$ cat config.mk
export PLATFORM = sky130hd
export DESIGN_NAME = mem_arbiter
export DESIGN_NICKNAME = d
export VERILOG_FILES = /design/src/rtl/mem_arbiter_pkg.sv /design/src/rtl/arb_pick.sv /design/src/rtl/mem_arbiter.sv
export SDC_FILE = /design/constraint.sdc
export NUM_CORES = 1
export LEC_CHECK = 0
export BUFFER_PORTS_ARGS = -buffer_cell sky130_fd_sc_hd__buf_2
export CELL_PAD_IN_SITES_DETAIL_PLACEMENT = 0
export CELL_PAD_IN_SITES_GLOBAL_PLACEMENT = 2
export CORE_AREA = 2 2 533 535
export DETAILED_ROUTE_END_ITERATION = 8
export DIE_AREA = 0 0 535 537
export PLACE_DENSITY_LB_ADDON = 0.3
export SETUP_SLACK_MARGIN = 0.2
export SYNTH_ARGS = -nofsm -noshare
export SYNTH_HDL_FRONTEND = slang
export SYNTH_SLANG_ARGS = --single-unit
$ cat constraint.sdc
create_clock -name clk -period 1.95 [get_ports clk]
set_input_delay 0.2925 -clock clk [delete_from_list [all_inputs] [get_ports clk]]
set_output_delay 0.2925 -clock clk [all_outputs]
set_load 0.01 [all_outputs]
$ cat src/rtl/mem_arbiter_pkg.sv
// rtl/mem_arbiter_pkg.sv - shared arbiter state and grant types
package arbiter_types;

    typedef enum logic [1:0] {
        IDLE    = 2'd0,
        SERVE_I = 2'd1,
        SERVE_D = 2'd2
    } arb_state_t;

    typedef enum logic {
        grant_i = 1'b0,
        grant_d = 1'b1
    } arb_grant_t;

endpackage

$ cat src/rtl/arb_pick.sv
// rtl/arb_pick.sv - combinational grant selection; round-robin under ARBITER_ROUND_ROBIN_EN
module arb_pick
    import arbiter_types::*;
(
    input  logic       i_req,
    input  logic       d_req,
    input  arb_grant_t last_served,
    output arb_grant_t grant
);

`ifdef ARBITER_ROUND_ROBIN_EN
    always_comb begin
        grant = grant_i;
        if (i_req && d_req)
            grant = (last_served == grant_d) ? grant_i : grant_d;
        else if (d_req)
            grant = grant_d;
    end
`else
    logic unused_last_served;
    assign unused_last_served = last_served;

    // Data cache has fixed priority; i_req only matters when d_req is low.
    always_comb begin
        grant = grant_i;
        if (d_req)
            grant = grant_d;
        else if (i_req)
            grant = grant_i;
    end
`endif

endmodule

$ cat src/rtl/mem_arbiter.sv
// rtl/mem_arbiter.sv - I/D cache line arbiter onto one physical memory port (ARBITER_ROUND_ROBIN_EN selects fairness)
module mem_arbiter
    import arbiter_types::*;
#(
    parameter int LINE_W = 256,
    parameter int ADDR_W = 32
) (
    input  logic              clk,
    input  logic              rst,
    input  logic              i_read,
    input  logic [ADDR_W-1:0] i_addr,
    output logic [LINE_W-1:0] i_rdata,
    output logic              i_resp,
    input  logic              d_read,
    input  logic              d_write,
    input  logic [ADDR_W-1:0] d_addr,
    input  logic [LINE_W-1:0] d_wdata,
    output logic [LINE_W-1:0] d_rdata,
    output logic              d_resp,
    output logic              pmem_read,
    output logic              pmem_write,
    output logic [ADDR_W-1:0] pmem_addr,
    output logic [LINE_W-1:0] pmem_wdata,
    input  logic [LINE_W-1:0] pmem_rdata,
    input  logic              pmem_resp
);

    arb_state_t state;
    arb_grant_t last_served;
    arb_grant_t grant;
    logic       d_req;

    assign d_req = d_read | d_write;

    arb_pick u_pick (
        .i_req       (i_read),
        .d_req       (d_req),
        .last_served (last_served),
        .grant       (grant)
    );

    // The pmem command registers double as the request latch and are
    // cleared on completion, so IDLE always presents an all-zero command.
    always_ff @(posedge clk) begin
        if (rst) begin
            state       <= IDLE;
            last_served <= grant_i;
            pmem_read   <= 1'b0;
            pmem_write  <= 1'b0;
            pmem_addr   <= '0;
            pmem_wdata  <= '0;
        end else begin
            case (state)
                IDLE: begin
                    if (i_read || d_req) begin
                        last_served <= grant;
                        if (grant == grant_d) begin
                            state      <= SERVE_D;
                            pmem_read  <= ~d_write;
                            pmem_write <= d_write;
                            pmem_addr  <= d_addr;
                            pmem_wdata <= d_write ? d_wdata : '0;
                        end else begin
                            state      <= SERVE_I;
                            pmem_read  <= 1'b1;
                            pmem_write <= 1'b0;
                            pmem_addr  <= i_addr;
                            pmem_wdata <= '0;
                        end
                    end
                end
                SERVE_I, SERVE_D: begin
                    if (pmem_resp) begin
                        state      <= IDLE;
                        pmem_read  <= 1'b0;
                        pmem_write <= 1'b0;
                        pmem_addr  <= '0;
                        pmem_wdata <= '0;
                    end
                end
                default: begin
                    state      <= IDLE;
                    pmem_read  <= 1'b0;
                    pmem_write <= 1'b0;
                    pmem_addr  <= '0;
                    pmem_wdata <= '0;
                end
            endcase
        end
    end

    assign i_resp  = (state == SERVE_I) && pmem_resp;
    assign d_resp  = (state == SERVE_D) && pmem_resp;
    assign i_rdata = i_resp ? pmem_rdata : '0;
    assign d_rdata = (d_resp && pmem_read) ? pmem_rdata : '0;

endmodule
=== Yosys cells after proc, flatten, opt, wreduce, memory -nomap -nowiden ===
Cells that the tools add are included.

* Register bits: 292
* Bits of input ports: 582
* Output and inout port bits: 804
* Logic and storage cells: 41

* Equal/unequal tests: 4
* Muxes and demuxes: 23
* Bitwise operators: 2
* Reductions and logical operators: 7

{| class="wikitable"
|+ Operator list
! cell !! number
|-
| 256-bit two-way mux || 6
|-
| 256-bit case mux with 2 select lines || 1
|-
| 32-bit two-way mux || 3
|-
| 32-bit case mux with 2 select lines || 1
|-
| 1-bit two-way mux || 6
|-
| 2-bit two-way mux || 3
|-
| 2-bit inequality test, second input constant || 2
|-
| 1-bit case mux with 2 select lines || 2
|-
| 2-bit case mux with 2 select lines || 1
|-
| 1-bit logical AND || 3
|-
| 2-bit by 1-bit == test with 1-bit output, second input constant || 1
|-
| 2-bit == test, second input constant || 1
|-
| 2-bit logical NOT || 1
|-
| 2-bit AND reduction || 1
|-
| 2-bit OR reduction || 1
|-
| 1-bit logical OR || 1
|-
| 1-bit NOT || 1
|-
| 1-bit OR || 1
|}

=== Logic depth before layout (Yosys ltp) ===
Gate-level depths: netlist of the first run.

* Word-level depth: 5
* Gate-level depth with buffers: 8
* Mapped depth without buffers: 5

=== Modules after synthesis ===
Synthesis of the first run repeated with hierarchy kept, for this count alone.

* Cell total of the unflattened synthesis: 1,987
* Area total of the unflattened synthesis: 15,856.5 sq um

{| class="wikitable"
|+ Modules (own cells, without submodules)
! module !! instances !! cells an instance !! area each (sq um) !! sequential area each (sq um)
|-
| mem_arbiter || 1 || 1,986 || 15,849.0 || 5,865.6
|-
| arb_pick || 1 || 1 || 7.5 || 0.0
|}

=== Worst setup path after synthesis of the first run ===
No wires, ideal clock.

* Kind: register to register
* Start: register state[0]
* End: register pmem_wdata[26]
* Setup time: 0.116 ns
* Data arrival time: 1.488 ns
* Data required time: 1.834 ns
* Setup slack: 0.346 ns
* Cell stages (with the launch flop): 8
* Path buffers: 2
* Clock period less this slack: 1.604 ns
* Path through: dfxtp_1 inv_1 ha_1 nor2b_1 nor2_2 buf_6 buf_6 o21ai_2

* Word-level cells in the longest chain between the ends: 4
* Elaborated cells on any way between the ends: 8
* Classes of those cells: eq/ne (4); mux (1); reduce/logical (3)

{| class="wikitable"
|+ RTL lines
! item !! RTL line !! source
|-
| start: declaration || mem_arbiter.sv:28 || <nowiki>arb_state_t state;</nowiki>
|-
| start signal: assignment || mem_arbiter.sv:46 || <nowiki>state <= IDLE;</nowiki>
|-
| start signal: assignment || mem_arbiter.sv:58 || <nowiki>state <= SERVE_D;</nowiki>
|-
| start signal: assignment || mem_arbiter.sv:64 || <nowiki>state <= SERVE_I;</nowiki>
|-
| 2-bit by 1-bit == test with 1-bit output or 2-bit == test (tied branches) || mem_arbiter.sv:53 || <nowiki>case (state)</nowiki>
|-
| 2-bit OR reduction || mem_arbiter.sv:53 ||
|-
| 2-bit inequality test (no line) || -- ||
|-
| 2-bit AND reduction (no line) || -- ||
|-
| end signal: assignment || mem_arbiter.sv:62 || <nowiki>pmem_wdata <= d_write ? d_wdata : '0;</nowiki>
|-
| end: declaration || mem_arbiter.sv:23 || <nowiki>output logic [LINE_W-1:0] pmem_wdata,</nowiki>
|}

Parallel ways exist; a longest one is shown, timed or not.
A chain may end at the register's enable or synchronous reset.

=== Worst setup path after layout of the first run ===
* Start: register state[0]
* End: output i_rdata[214]

* Word-level cells in the longest chain between the ends: 3

{| class="wikitable"
|+ RTL lines
! item !! RTL line !! source
|-
| 2-bit by 1-bit == test with 1-bit output || mem_arbiter.sv:92 || <nowiki>assign i_resp = (state == SERVE_I) && pmem_resp;</nowiki>
|-
| 1-bit logical AND || mem_arbiter.sv:92 ||
|-
| 256-bit two-way mux || mem_arbiter.sv:94 || <nowiki>assign i_rdata = i_resp ? pmem_rdata : '0;</nowiki>
|-
| end: declaration || mem_arbiter.sv:12 || <nowiki>output logic [LINE_W-1:0] i_rdata,</nowiki>
|}

No other way between the ends.

==> results of run 1 <==
==> per-stage QoR <==
step                area, um^2  utilization [%]
floorplan                16400                -
global placement         28600             10.2
detailed placement       28600             10.2
CTS                      34700             12.3
global route             35900             12.8
finish                   36000             12.8
==> routing by layer <==
layer  vias up  routed length, um  global-route usage [%]
li1      10400                  -                       -
met2      1321             101000                    23.5
met3       250              19100                    5.29
met4        14               7100                    4.39
met5         -                 88                       0
met1     11100              78100                    14.8
==> synth_stat cells <==
| library cell | n |
|---|---|
| nor2b_1 | 3 |
| and3_1 | 257 |
| nand2b_1 | 258 |
| clkbuf_1 | 149 |
| nor2_1 | 1 |
| nand2_1 | 3 |
| nand3b_1 | 1 |
| buf_6 | 25 |
| buf_2 | 72 |
| o21ai_2 | 180 |
| nor2_2 | 1 |
| nand3_1 | 1 |
| o21ba_2 | 1 |
| dfxtp_1 | 292 |
| nor3_1 | 1 |
| o21a_1 | 33 |
| o21ai_0 | 28 |
| o2bb2ai_1 | 32 |
| buf_4 | 3 |
| o21ai_1 | 49 |
| a31oi_1 | 33 |
| nor4b_4 | 1 |
| and2_1 | 258 |
| nand4_1 | 256 |
| ha_1 | 3 |
| a21oi_1 | 4 |
| inv_1 | 2 |
==> what timing repair did <==
item,4_1_cts,5_1_grt
pin swaps,8,21
resized for setup,238,237
cloned,16,10
hold buffers,292,0
setup buffers,22,5
hold endpoints to repair,270,0
setup endpoints to repair,802,806
==> state kept, by name, summed over array words and instances (netlist names) <==
register	count
pmem_wdata	256
pmem_read	1
state	2
pmem_write	1
pmem_addr	32
==> cells by family (layout without fill, tap and decap cells) <==
kind of cell	after synthesis	after routing	share of synthesized area, %
and+or+nand+nor	1041	1041	39.8
DFF	292	292	35.7
other	0	52	0
buffers and inverters	251	1952	7.53
AOI/OAI and AO/OA	360	360	16.7
adders and majority gates	3	3	0.229
==> critical path, delay by kind of cell (launching register included) <==
family	cells	cell delay, ps
flops	1	330
fa+ha+maj	1	190
simple gates	1	170
buf+inv	6	880
==> final cells by class <==
cell class              count  area (um^2)
diodes                     52          130
multi-input cells        1404        10000
clock inverters            15          178
inverters                   2         7.51
fillers                 32600       245000
repair buffers           1873        13900
clock buffers              62         1240
flip-flops and latches    292         5850
well taps                3743         4680
==> power by group <==
group          switching (W)  internal (W)  leakage, nW
registers           0.000267       0.00643         2.39
clock network        0.00349       0.00471        0.688
logic                0.00416       0.00273         13.0
total                0.00792        0.0139         16.1
==> how the worst min path moves through the flow <==
stage	from	end	slack (ps)	depth (start not counted)
2_1_floorplan	d_wdata[0]	pmem_wdata[0]	450	2
3_3_place_gp	pmem_addr[28]	pmem_addr[28]	440	1
3_5_place_dp	pmem_addr[20]	pmem_addr[20]	440	1
4_1_cts	d_addr[27]	pmem_addr[27]	3	4
5_1_grt	d_addr[15]	pmem_addr[15]	30	4
6_report	d_wdata[49]	pmem_wdata[49]	60	4
==> results.toml, run 1 <==
[status]
run_status = "finished with violations"
violations = "setup timing"

[worst_hold_path]
hold_path_class = "in -> reg"

[power]
leakage_nw = 16.1
power_w = 0.0218
ir_worst_vdd_mv = 0.586
pwr_density_cell_nw_per_um2 = 605

[routing]
drt-total-wl_um = 205000
drc = 0
wl_per_cell_um = 27.6
firstDrtPassIters = 5
ant_nets = 0
drt-initial-drc-count = 1114
vias_per_cell = 3.10
vias = 23100

[global_routing]
grt_pass1_vias = 23200
grt.total_usage_pct = 13.4
grt_first_pass_wirelength_um = 252000
grt_max_degree = 125
overflow = 0
grt_antenna_before_repair = 137

[clock_tree]
worstSkewPairLatency_ps = 650
cts_made_buffers = 44
clock-sinks = 292
clk_pin_slew_ps = 60
htreeDepth = 2
root_buffer = "clkbuf_16"
clockBufferDepth = 3
cts_tree = "done"

[place]
place_inst = 6970
gp_congestion = 0.921
hpwl_um = 174000
pre_cts_slack_ps = -105
io_buffer_count = 1385

[setup_path]
start_kind = "flip-flop"
crit_chain = "buf_4 -> ha_4 -> buf_16 -> buf_12 -> buf_16 -> buf_6 -> and3_1 -> buf_2"
r2r-end = "pmem_wdata[251]"
endpoint_kind = "output port"
max_stage_delay_ps = 330
cp.required_ps = 1660
startpoint = "state[0]"
worst-setup-path-type = "reg -> out"
path_common_cell = "buf_16"
rr_worst_depth = 8
cpMaxStageDelayCell = "dfxtp_2"
worstSetupEndpoint = "i_rdata[214]"
critPathMaxFanout = 6
critPathArrivalTime_ps = 2260
r2r_start = "state[0]"
reg2reg_slack_ps = -160

[timing]
setup_slack_ps = -604
finalHoldViolCount = 0
skew_ps = 27.7
period_share_pct = 131
slew_headroom_pct = 22.2
fin_hold_ws_ps = 59.7
slew_viol_final = 0
rsz0062_at_grt = "yes"
clock.fmax_ghz = 0.392
tightest_slew_ps = 1160
fin_crit_ps = 2550
finalSetupTns_ps = -255060
setup_viol = 726

[layout]
final_cell_mix = "buf_2, dlygate4sd3_1, dfxtp_1, nand2b_1, nand4_1"
layout_commonest_cell = "buf_2"
layout-area-overhead-vs-synth_pct = 120
nNetsFinal = 4202
drive_above_1_share_pct = 55.2
instances_no_fill = 7443

[logic_synthesis]
synth_seq_cells = 292
syn_nets = 2532
synth_cell_type_count = 27
yosys.area.top_type = "dfxtp_1"
ys_top_cells_by_area = "dfxtp_1, and2_1, nand2b_1"
yosysTopAreaCellShare_pct = 35.7
ys_warn_count = 0
syn_area_per_cell_um2 = 8.40
synth_area_um2 = 16400
synthCells = 1947
synth_seq_area_share_pct = 35.7

[die]
num_rows = 195
die_h_um = 537
boundaryPins = 1386
start_util_pct = 5.82
fp.coreArea_um2 = 281000
dieArea_um2 = 287000
die_w_um = 535

[run]
drv_cap = 0
(Power assumes the default switching activity.)
==> inputs of run 2 (changes only) <==
Settings changed: ABC_AREA set to 1, CORE_AREA 2 2 533 535 to 2 2 534 536, DIE_AREA 0 0 535 537 to 0 0 536 538.
==> results.toml, run 2 <==
[setup_path]
critPathArrivalTime_ps = 2190
start_kind = "flip-flop"
reg2reg_slack_ps = -520
critPathMaxFanout = 20
cp.required_ps = 1660
endpoint_kind = "output port"
worst-setup-path-type = "reg -> out"

[clock_tree]
worstSkewPairLatency_ps = 660
root_buffer = "clkbuf_16"
clockBufferDepth = 3
clock-sinks = 292
cts_made_buffers = 47
cts_tree = "done"
clk_pin_slew_ps = 50
htreeDepth = 2

[die]
boundaryPins = 1386
die_w_um = 536
dieArea_um2 = 288000
fp.coreArea_um2 = 283000
die_h_um = 538
num_rows = 196
start_util_pct = 5.84

[routing]
drc = 0
drt-initial-drc-count = 1117
vias_per_cell = 3.06
firstDrtPassIters = 5
ant_nets = 0
wl_per_cell_um = 27.0
drt-total-wl_um = 228000
vias = 25900

[timing]
tightest_slew_ps = 467
setup_slack_ps = -528
fin_hold_ws_ps = 45.9
setup_viol = 805
finalHoldViolCount = 0
rsz0062_at_grt = "yes"
fin_crit_ps = 2480
clock.fmax_ghz = 0.404
slew_headroom_pct = 68.8
period_share_pct = 127
skew_ps = 36.7
slew_viol_final = 0

[global_routing]
grt_pass1_vias = 25500
overflow = 0
grt_antenna_before_repair = 177
grt_first_pass_wirelength_um = 275000
grt.total_usage_pct = 14.7
grt_max_degree = 76

[power]
leakage_nw = 19.7
power_w = 0.0262
pwr_density_cell_nw_per_um2 = 718
ir_worst_vdd_mv = 0.621

[logic_synthesis]
async_flop_share_pct = 0
yosysTopAreaCellShare_pct = 35.3
synth_cell_type_count = 17
ys_top_cells_by_area = "dfxtp_1, nor2_1, nand2_1"
synth_common_cells = "nor2_1, nand2_1, inv_1"
syn_nets = 3466
synth_area_um2 = 16500
synth_seq_area_share_pct = 35.3
yosysMostFrequentCell = "nor2_1"
yosys.area.top_type = "dfxtp_1"
synth_seq_cells = 292
synthCells = 2881
synthFlopType = "dfxtp_1"
syn_area_per_cell_um2 = 5.74
synth_edf_count = 0
ys_warn_count = 0

[layout]
fillers = 33400
ff_latch_area_um2 = 5850
drive_above_1_share_pct = 41.4
design_area_um2 = 36500
reg.largest.list = "pmem_wdata x256, pmem_addr x32, state x2"
instances_no_fill = 8446
final_cell_mix = "buf_2, nor2_1, nand2_1, inv_1, dfxtp_1"
multi_input_area_um2 = 9210
top_register = "pmem_wdata"
largest_register_ffs = 256
nNetsFinal = 5154
layout_commonest_cell = "buf_2"
layout-area-overhead-vs-synth_pct = 120

[place]
gp_congestion = 0.916
place_inst = 7971
io_buffer_count = 1385
hpwl_um = 193000
pre_cts_slack_ps = -40.0
postPlaceCellArea_um2 = 29100

[worst_hold_path]
hold_path_class = "in -> reg"

[status]
run_status = "finished with violations"
violations = "setup timing"

[run]
drv_cap = 0
[run 2: kinds of logic (layout without fill, tap and decap cells)]
family          Yosys count  after routing  share of synthesized area (%)
simple gates           1779           1781                           42.7
compound gates          261            261                           7.90
other cells               0             78                              0
buf+inv                 546           2269                           13.9
flops                   292            292                           35.3
fa+ha+maj                 3              3                          0.227
[run 2: through the flow]
step / setup TNS, ps / utilization [%]
floorplan: 0 / -
global placement: -190 / 10.3
detailed placement: -77.6 / 10.3
CTS: -405610 / 12.3
global route: -429950 / 12.8
finish: -355110 / 12.9
[run 2: layout make-up]
| type | instances | area share [%] |
|---|---|---|
| Tap cell | 3762 | 12.9 |
| Inverter | 299 | 3.22 |
| Clock inverter | 19 | 0.827 |
| Clock buffer | 67 | 3.71 |
| Multi-Input combinational cell | 2045 | 25.3 |
| Timing Repair Buffer | 1884 | 37.5 |
| Sequential cell | 292 | 16.0 |
| Antenna cell | 78 | 0.535 |
[run 2: power breakdown]
| part | switching [W] | leakage (nW) | internal [W] |
|---|---|---|---|
| combinational | 0.00575 | 16.5 | 0.00389 |
| clock | 0.00371 | 0.801 | 0.00552 |
| sequential | 0.000515 | 2.41 | 0.00682 |
[run 2: timing repair]
item / CTS / global route
gates resized for setup: 219 / 246
setup endpoints to repair: 794 / 807
endpoints found under the hold margin: 233 / 0
pin swaps: 6 / 22
setup buffers: 21 / 11
gates cloned: 21 / 23
hold buffers: 235 / 0
[run 2: worst max-delay path, stage by stage, from the launching register on]
cell and delay (ps):
dfxtp_2 320, inv_2 70, ha_4 140, nand2_4 60, inv_8 80, nand2_8 150, buf_12 210, buf_16 170
nor2_2 150, buf_2 160
[run 2: worst paths after layout]
check                        from         endpoint  depth (start not counted)
hold / removal         d_addr[16]    pmem_addr[16]                          5
setup reg to reg         state[0]  pmem_wdata[165]                         16
setup / recovery         state[0]     d_rdata[141]                          9
hold reg to reg   pmem_wdata[171]  pmem_wdata[171]                          2
[run 2: metal layers]
layer  global-route usage [%]  routed length, um  vias up
met2                     26.4             114000     1173
met4                     3.65               5830       78
li1                         -                  -    12300
met1                     14.5              80000    12000
met5                        0                517        -
met3                     8.29              27500      358
